**config.mk**
```make
export PLATFORM = sky130hd
export DESIGN_NAME = dmem_arbiter
export DESIGN_NICKNAME = d
export VERILOG_FILES = /design/src/rtl/dmem_pkg.sv /design/src/rtl/dmem_rr_arb2.sv /design/src/rtl/dmem_arbiter.sv
export SDC_FILE = /design/constraint.sdc
export NUM_CORES = 1
export LEC_CHECK = 0
export CAP_MARGIN = 10
export CORE_UTILIZATION = 42
export CTS_BUF_LIST = sky130_fd_sc_hd__clkbuf_4
export DETAILED_ROUTE_END_ITERATION = 16
export GPL_ROUTABILITY_DRIVEN = 0
export GPL_TIMING_DRIVEN = 0
export PLACE_DENSITY = 0.93
export SETUP_SLACK_MARGIN = 0.05
export SLEW_MARGIN = 10
export SYNTH_ARGS = -nofsm -noshare
export SYNTH_HDL_FRONTEND = slang
export SYNTH_SLANG_ARGS = --single-unit
```
**constraint.sdc**
```tcl
create_clock -name clk -period 3.2 [get_ports clk]
set_input_delay 0.32 -clock clk [delete_from_list [all_inputs] [get_ports clk]]
set_output_delay 0.32 -clock clk [all_outputs]
set_load 0.01 [all_outputs]
```
**src/rtl/dmem_pkg.sv**
```systemverilog
// Shared encodings and the access-legality rule for the data-memory arbiter.
package dmem_pkg;

  localparam logic [2:0] F3_B  = 3'b000;
  localparam logic [2:0] F3_H  = 3'b001;
  localparam logic [2:0] F3_W  = 3'b010;
  localparam logic [2:0] F3_BU = 3'b100;
  localparam logic [2:0] F3_HU = 3'b101;

  typedef enum logic [1:0] {
    IDLE   = 2'd0,
    ACCESS = 2'd1,
    RESP   = 2'd2
  } state_e;

  // Unsigned loads are load-only; halves and words must be naturally aligned.
  function automatic logic is_legal_access(input logic        we,
                                           input logic [2:0]  funct3,
                                           input logic [63:0] addr,
                                           input logic [63:0] mem_bytes);
    logic f3_ok;
    logic align_ok;
    f3_ok    = 1'b0;
    align_ok = 1'b0;
    case (funct3)
      F3_B:    begin f3_ok = 1'b1; align_ok = 1'b1;                 end
      F3_H:    begin f3_ok = 1'b1; align_ok = ~addr[0];             end
      F3_W:    begin f3_ok = 1'b1; align_ok = (addr[1:0] == 2'b00); end
      F3_BU:   begin f3_ok = ~we;  align_ok = 1'b1;                 end
      F3_HU:   begin f3_ok = ~we;  align_ok = ~addr[0];             end
      default: ;
    endcase
    return f3_ok && align_ok && (addr < mem_bytes);
  endfunction

endpackage

```
**src/rtl/dmem_rr_arb2.sv**
```systemverilog
// Two-way round-robin grant; pointer moves to the other port on each accept.
// Combinational grant, one-hot, zero when nothing is valid.
module dmem_rr_arb2 (
  input  logic       clk,
  input  logic       rst_n,
  input  logic [1:0] valid_i,
  input  logic       accept_i,
  output logic [1:0] gnt_o,
  output logic       gnt_id_o
);

  logic rr_ptr_q, rr_ptr_d;

  always_comb begin
    gnt_id_o = 1'b0;
    if (&valid_i) begin
      gnt_id_o = rr_ptr_q;
    end else if (valid_i[1]) begin
      gnt_id_o = 1'b1;
    end
    gnt_o    = valid_i & (gnt_id_o ? 2'b10 : 2'b01);
    rr_ptr_d = accept_i ? ~gnt_id_o : rr_ptr_q;
  end

  always_ff @(posedge clk) begin
    if (!rst_n) begin
      rr_ptr_q <= 1'b0;
    end else begin
      rr_ptr_q <= rr_ptr_d;
    end
  end

endmodule

```
**src/rtl/dmem_arbiter.sv**
```systemverilog
// Shares a single-port data memory between LSU (port 0) and DMA (port 1).
// Accept -> one memory cycle -> one response cycle; ready only while idle.
module dmem_arbiter
  import dmem_pkg::*;
#(
  parameter int ADDR_W    = 32,
  parameter int DATA_W    = 32,
  parameter int MEM_WORDS = 1024
) (
  input  logic                  clk,
  input  logic                  rst_n,
  input  logic [1:0]            req_valid_i,
  output logic [1:0]            req_ready_o,
  input  logic [1:0]            req_we_i,
  input  logic [5:0]            req_funct3_i,
  input  logic [2*ADDR_W-1:0]   req_addr_i,
  input  logic [2*DATA_W-1:0]   req_wdata_i,
  output logic [1:0]            rsp_valid_o,
  output logic [DATA_W-1:0]     rsp_rdata_o,
  output logic                  rsp_err_o,
  output logic [ADDR_W-1:0]     mem_addr_o,
  output logic [DATA_W-1:0]     mem_wdata_o,
  output logic                  mem_we_o,
  output logic                  mem_re_o,
  output logic [2:0]            mem_funct3_o,
  input  logic [DATA_W-1:0]     mem_rdata_i
);

  state_e state_q, state_d;
  logic grant_q, grant_d;
  logic we_q, we_d;
  logic err_q, err_d;
  logic rsp_err_q, rsp_err_d;
  logic [ADDR_W-1:0] mem_addr_q, mem_addr_d;
  logic [DATA_W-1:0] mem_wdata_q, mem_wdata_d;
  logic [DATA_W-1:0] rsp_rdata_q, rsp_rdata_d;
  logic [2:0]        mem_funct3_q, mem_funct3_d;

  logic [1:0]        gnt;
  logic              gnt_id;
  logic              accept;
  logic              sel_we;
  logic [2:0]        sel_f3;
  logic [ADDR_W-1:0] sel_addr;
  logic [DATA_W-1:0] sel_wdata;
  logic              sel_legal;

  assign req_ready_o = (state_q == IDLE && rst_n) ? gnt : 2'b00;
  assign accept      = |(req_valid_i & req_ready_o);

  dmem_rr_arb2 u_arb (
    .clk      (clk),
    .rst_n    (rst_n),
    .valid_i  (req_valid_i),
    .accept_i (accept),
    .gnt_o    (gnt),
    .gnt_id_o (gnt_id)
  );

  assign sel_we    = req_we_i[gnt_id];
  assign sel_f3    = gnt_id ? req_funct3_i[5:3] : req_funct3_i[2:0];
  assign sel_addr  = gnt_id ? req_addr_i[2*ADDR_W-1:ADDR_W] : req_addr_i[ADDR_W-1:0];
  assign sel_wdata = gnt_id ? req_wdata_i[2*DATA_W-1:DATA_W] : req_wdata_i[DATA_W-1:0];
  assign sel_legal = is_legal_access(sel_we, sel_f3, 64'(sel_addr), 64'(MEM_WORDS) * 64'd4);

  always_comb begin
    state_d      = state_q;
    grant_d      = grant_q;
    we_d         = we_q;
    err_d        = err_q;
    mem_addr_d   = mem_addr_q;
    mem_wdata_d  = mem_wdata_q;
    mem_funct3_d = mem_funct3_q;
    rsp_rdata_d  = rsp_rdata_q;
    rsp_err_d    = rsp_err_q;
    mem_we_o     = 1'b0;
    mem_re_o     = 1'b0;
    rsp_valid_o  = 2'b00;
    case (state_q)
      IDLE: begin
        if (accept) begin
          state_d = ACCESS;
          grant_d = gnt_id;
          we_d    = sel_we;
          err_d   = ~sel_legal;
          // Rejected accesses never disturb the memory-side bus.
          if (sel_legal) begin
            mem_addr_d   = sel_addr;
            mem_wdata_d  = sel_wdata;
            mem_funct3_d = sel_f3;
          end
        end
      end
      ACCESS: begin
        // rst_n gating keeps a reset on this edge from committing a store.
        mem_we_o    = ~err_q & we_q & rst_n;
        mem_re_o    = ~err_q & ~we_q & rst_n;
        rsp_rdata_d = (err_q | we_q) ? '0 : mem_rdata_i;
        rsp_err_d   = err_q;
        state_d     = RESP;
      end
      RESP: begin
        rsp_valid_o = grant_q ? 2'b10 : 2'b01;
        state_d     = IDLE;
      end
      default: state_d = IDLE;
    endcase
  end

  always_ff @(posedge clk) begin
    if (!rst_n) begin
      state_q      <= IDLE;
      grant_q      <= 1'b0;
      we_q         <= 1'b0;
      err_q        <= 1'b0;
      mem_addr_q   <= '0;
      mem_wdata_q  <= '0;
      mem_funct3_q <= 3'b000;
      rsp_rdata_q  <= '0;
      rsp_err_q    <= 1'b0;
    end else begin
      state_q      <= state_d;
      grant_q      <= grant_d;
      we_q         <= we_d;
      err_q        <= err_d;
      mem_addr_q   <= mem_addr_d;
      mem_wdata_q  <= mem_wdata_d;
      mem_funct3_q <= mem_funct3_d;
      rsp_rdata_q  <= rsp_rdata_d;
      rsp_err_q    <= rsp_err_d;
    end
  end

  assign mem_addr_o   = mem_addr_q;
  assign mem_wdata_o  = mem_wdata_q;
  assign mem_funct3_o = mem_funct3_q;
  assign rsp_rdata_o  = rsp_rdata_q;
  assign rsp_err_o    = rsp_err_q;

endmodule
```
==> flow_summary.html <==
<table>
<tr><th>Metric</th><th>Value</th></tr>
<tr><th colspan="2">Die</th></tr>
<tr><td>Floorplan die height</td><td>109 microns</td></tr>
<tr><td>Number of ports placed on the die boundary</td><td>278</td></tr>
<tr><td>CORE AREA</td><td>11000 sq um</td></tr>
<tr><td>Overall die width</td><td>109 microns</td></tr>
<tr><td>Die area</td><td>11900 sq um</td></tr>
<tr><td>Number of placement rows</td><td>38</td></tr>
<tr><td>Initial core utilization</td><td>0.438</td></tr>
<tr><th colspan="2">Worst setup path</th></tr>
<tr><td>Start of the worst register-to-register path</td><td>u_arb.rr_ptr_q$_SDFFE_PN0N_</td></tr>
<tr><td>Required time at the worst-slack endpoint</td><td>2.88 ns</td></tr>
<tr><td>Timing startpoint of the critical path</td><td>state_q[0]$_SDFFE_PN0P_</td></tr>
<tr><td>R2r setup slk</td><td>0.87 ns</td></tr>
<tr><td>Kind of end point of the critical path</td><td>output port</td></tr>
<tr><td>Number of logic stages on the critical path including buffering</td><td>5</td></tr>
<tr><td>Startpoint type of the worst setup path</td><td>register</td></tr>
<tr><td>Worst path cell trace</td><td>nor2b_1, nand2_1, nor3_2, buf_2, clkdlybuf4s50_1</td></tr>
<tr><td>Largest fanout on the critical path</td><td>10</td></tr>
<tr><td>Category of the critical setup timing path</td><td>register to output port</td></tr>
<tr><td>Crit path buf inv count</td><td>2</td></tr>
<tr><td>Depth of the worst register-to-register path</td><td>7</td></tr>
<tr><td>Critical-path cell with the highest stage delay</td><td>sky130_fd_sc_hd__clkdlybuf4s50_1</td></tr>
<tr><td>Endpoint of the worst setup timing path</td><td>mem_re_o</td></tr>
<tr><td>Delay contributed by the slowest stage of the critical path</td><td>0.59 ns</td></tr>
<tr><td>Arrival @ worst endpoint</td><td>2.52 ns</td></tr>
<tr><td>Destination of the worst register-to-register timing path</td><td>mem_addr_o[2]$_SDFFE_PN0P_</td></tr>
<tr><td>Family with the most delay on the worst path</td><td>buffers and inverters</td></tr>
<tr><th colspan="2">Final layout</th></tr>
<tr><td># fillers</td><td>794</td></tr>
<tr><td>Most common library cell in the layout ignoring fill and taps</td><td>sky130_fd_sc_hd__clkdlybuf4s50_1</td></tr>
<tr><td>Non-filler cells in the finished layout</td><td>844</td></tr>
<tr><td>Footprint of the multi-input gates</td><td>2390 sq um</td></tr>
<tr><td>Layout Nets</td><td>871</td></tr>
<tr><td>Signed area change from the synthesized netlist to the final layout</td><td>64.0%</td></tr>
<tr><td>Area of all sequential standard cells</td><td>2120 sq um</td></tr>
<tr><td>Proportion of layout cells with a drive suffix above 1</td><td>0.156</td></tr>
<tr><td>Diodes inserted</td><td>0</td></tr>
<tr><td>Most used cells in the layout excluding fill and tap cells</td><td>275 x sky130_fd_sc_hd__clkdlybuf4s50_1, 106 x sky130_fd_sc_hd__dfxtp_1, 47 x sky130_fd_sc_hd__mux2i_1</td></tr>
<tr><th colspan="2">Clock tree</th></tr>
<tr><td>Num CTS Buffers</td><td>9</td></tr>
<tr><td>TritonCTS clock tree</td><td>done</td></tr>
<tr><td>Clock-pin slew on the worst setup and hold paths</td><td>0.17 ns</td></tr>
<tr><td>Clk sinks</td><td>106</td></tr>
<tr><td>Maximum level of the CTS H-tree</td><td>3</td></tr>
<tr><td>Buffers from clock root to sink, at most</td><td>2</td></tr>
<tr><td>Insertion delay of the later-clocked pin in the worst-skew pair</td><td>0.47 ns</td></tr>
<tr><td>CTS root buffer</td><td>sky130_fd_sc_hd__clkbuf_4</td></tr>
<tr><td>CTS hold repair buffers</td><td>0</td></tr>
<tr><th colspan="2">Placed design</th></tr>
<tr><td>HPWL after DPL</td><td>13700 microns</td></tr>
<tr><td>PortBufs</td><td>275</td></tr>
<tr><td>Number of instances in the placed design</td><td>828</td></tr>
<tr><th colspan="2">Timing</th></tr>
<tr><td>Time the final worst path needs with I/O delays and setup</td><td>2.84 ns</td></tr>
<tr><td>Number of max-slew violations in the final report</td><td>0</td></tr>
<tr><td>Hold Fails Final Rpt</td><td>0</td></tr>
<tr><td>Unrepaired setup endpoints after global routing</td><td>no</td></tr>
<tr><td>Transition time of the tightest slew-check pin</td><td>0.734 ns</td></tr>
<tr><td>Setup TNS after final layout</td><td>0 ns</td></tr>
<tr><td>Final cycle utilization of the critical path</td><td>0.886</td></tr>
<tr><td>Max-Slew Margin vs Limit</td><td>0.511</td></tr>
<tr><td>Highest attainable clock frequency</td><td>0.353 GHz</td></tr>
<tr><td>Final setup violation count</td><td>0</td></tr>
<tr><td>Worst Skew</td><td>0.00924 ns</td></tr>
<tr><th colspan="2">Yosys</th></tr>
<tr><td>Yosys warning count</td><td>0</td></tr>
<tr><td>Post-Synthesis Mean Instance Area</td><td>11.7 sq um</td></tr>
<tr><td>Sequential cell area fraction in the yosys report</td><td>0.441</td></tr>
<tr><td>Number of distinct standard cells referenced by the synthesized netlist</td><td>47</td></tr>
<tr><td>Net count after synthesis</td><td>585</td></tr>
<tr><td>Largest cells by area after synthesis</td><td>sky130_fd_sc_hd__dfxtp_1 44%, sky130_fd_sc_hd__a211oi_2 10%, sky130_fd_sc_hd__mux2i_1 9.8%</td></tr>
<tr><td>Most used flip-flop cell after synthesis</td><td>sky130_fd_sc_hd__dfxtp_1</td></tr>
<tr><td>Post-synth ARST share</td><td>0</td></tr>
<tr><td>Synth Cell Area</td><td>4810 sq um</td></tr>
<tr><td>Post-synth EDFFs</td><td>0</td></tr>
<tr><td>Area share of the leading cell type in the synthesized netlist</td><td>0.441</td></tr>
<tr><td>Number of cells produced by synthesis</td><td>413</td></tr>
<tr><td>Number of register bits inferred by synthesis</td><td>106</td></tr>
<tr><td>Post-synth top area cell</td><td>sky130_fd_sc_hd__dfxtp_1</td></tr>
<tr><th colspan="2">Power</th></tr>
<tr><td>Leakage power summed over all cells</td><td>2.95 nW</td></tr>
<tr><td>Largest vdd supply drop</td><td>0.276 mV</td></tr>
<tr><td>Switching part of the total power</td><td>0.272</td></tr>
<tr><td>Internal power</td><td>0.00191 W</td></tr>
<tr><td>Part of the total power dissipated in sequential elements</td><td>0.523</td></tr>
<tr><td>Ratio of total power to cell area</td><td>332 nW/um^2</td></tr>
<tr><td>Clock share of power</td><td>0.272</td></tr>
<tr><td>Combinational group share of total power</td><td>0.204</td></tr>
<tr><td>Switching power</td><td>0.000715 W</td></tr>
<tr><th colspan="2">Hold path</th></tr>
<tr><td>Launch point of the worst hold path</td><td>req_valid_i[1]</td></tr>
<tr><td>Path category of the worst min-delay check</td><td>input pin to register</td></tr>
<tr><th colspan="2">GRT</th></tr>
<tr><td>Number of global-route vias before repair</td><td>5014</td></tr>
<tr><td>First-pass GRT wire length</td><td>25500 microns</td></tr>
<tr><td>Remaining global-route overflow</td><td>0</td></tr>
<tr><td>Initial antenna violation count</td><td>0</td></tr>
<tr><td>Maximum number of pins on one net before global-route repair</td><td>19</td></tr>
<tr><td>Total global routing track utilization</td><td>0.285</td></tr>
<tr><th colspan="2">Routing</th></tr>
<tr><td>Violation count after the first detailed-routing iteration</td><td>147</td></tr>
<tr><td>Number of iterations in the first detailed-routing pass</td><td>4</td></tr>
<tr><td>Remaining antenna violation count</td><td>0</td></tr>
<tr><td>DRC violations left</td><td>0</td></tr>
<tr><td>Final wirelength</td><td>17300 microns</td></tr>
<tr><td>Via-per-instance ratio</td><td>5.72</td></tr>
<tr><td>Post-detailed-route wirelength per cell</td><td>20.5 microns</td></tr>
<tr><td>Vias</td><td>4828</td></tr>
<tr><th colspan="2">Run status</th></tr>
<tr><td>Status</td><td>complete, no violations</td></tr>
<tr><th colspan="2">Run</th></tr>
<tr><td># Max-Cap Violations</td><td>0</td></tr>
</table>
==> sequential cells by signal (all words and copies together), names as in the netlist, 2 cells and up <==
register,cells
mem_funct3_o,3
mem_wdata_o,32
rsp_rdata_o,32
mem_addr_o,32
state_q,2
==> power by group through the flow <==
stage | registers [W] | clock network [W] | logic [W]
floorplan | 0.00141 | 0 | 0.000197
global placement | 0.00140 | 0 | 0.000518
detailed placement | 0.00140 | 0 | 0.000535
CTS | 0.00137 | 0.000722 | 0.000537
global route | 0.00138 | 0.000777 | 0.000567
finish | 0.00137 | 0.000715 | 0.000536
==> final cells by class <==
type	instances	share of cell area
inverters	3	0.00143
plain buffers	45	0.0376
well taps	140	0.0222
clock inverters	7	0.00999
multi-input cells	259	0.303
flip-flops and latches	106	0.269
repair buffers	275	0.349
clock buffers	9	0.00856
==> kinds of logic after synthesis <==
logic type             count (synthesis)  share of synthesized area
muxes                                 49                      0.105
buffers and inverters                 48                     0.0639
and+or+nand+nor                       68                     0.0858
DFF                                  106                      0.441
AOI/OAI and AO/OA                    142                      0.305
==> through the flow <==
stage	util	setup WS [ns]	power [W]	instance area [sq um]	hold WS, ns
3_5_place_dp	0.705	0.366	0.00193	7740	0.459
4_1_cts	0.718	0.157	0.00263	7890	0.122
3_3_place_gp	0.705	0.447	0.00192	7740	0.457
5_1_grt	0.719	0.153	0.00272	7890	0.140
6_report	0.719	0.364	0.00262	7890	0.131
2_1_floorplan	-	1.31	0.00160	4810	0.453
==> synthesized netlist by cell type (3+ instances only) <==
cell type and instances:
sky130_fd_sc_hd__nor4_1 5, sky130_fd_sc_hd__and3_1 23, sky130_fd_sc_hd__a211oi_2 40, sky130_fd_sc_hd__nand2_1 5
sky130_fd_sc_hd__buf_6 6, sky130_fd_sc_hd__nor2_1 9, sky130_fd_sc_hd__a22o_1 32, sky130_fd_sc_hd__buf_4 7
sky130_fd_sc_hd__mux2i_1 47, sky130_fd_sc_hd__dfxtp_1 106, sky130_fd_sc_hd__a41oi_1 35, sky130_fd_sc_hd__o21ai_0 3
sky130_fd_sc_hd__clkbuf_1 11, sky130_fd_sc_hd__nand3_1 5, sky130_fd_sc_hd__a211oi_1 5, sky130_fd_sc_hd__a41oi_2 10
sky130_fd_sc_hd__nor3_1 9, sky130_fd_sc_hd__buf_2 17, sky130_fd_sc_hd__buf_8 3
==> worst min path at each step <==
stage	to	slack (ns)	depth (start not counted)
6_report	u_arb.rr_ptr_q$_SDFFE_PN0N_	0.13	2
3_5_place_dp	rsp_rdata_o[21]$_SDFFE_PN0P_	0.46	1
5_1_grt	u_arb.rr_ptr_q$_SDFFE_PN0N_	0.14	2
2_1_floorplan	rsp_rdata_o[10]$_SDFFE_PN0P_	0.45	1
4_1_cts	u_arb.rr_ptr_q$_SDFFE_PN0N_	0.12	2
3_3_place_gp	rsp_rdata_o[7]$_SDFFE_PN0P_	0.46	1
==> routing by layer <==
layer,global-route usage,share of wire
met1,0.294,0.36
met2,0.539,0.53
met5,0,0
met3,0.0652,0.070
met4,0.133,0.036
==> repair_timing <==
item,CTS,global route
setup buffers,0,0
setup endpoints to repair,0,1
resized for setup,0,1
endpoints found under the hold margin,0,0
No activity file was read; power rests on OpenSTA's default activity.
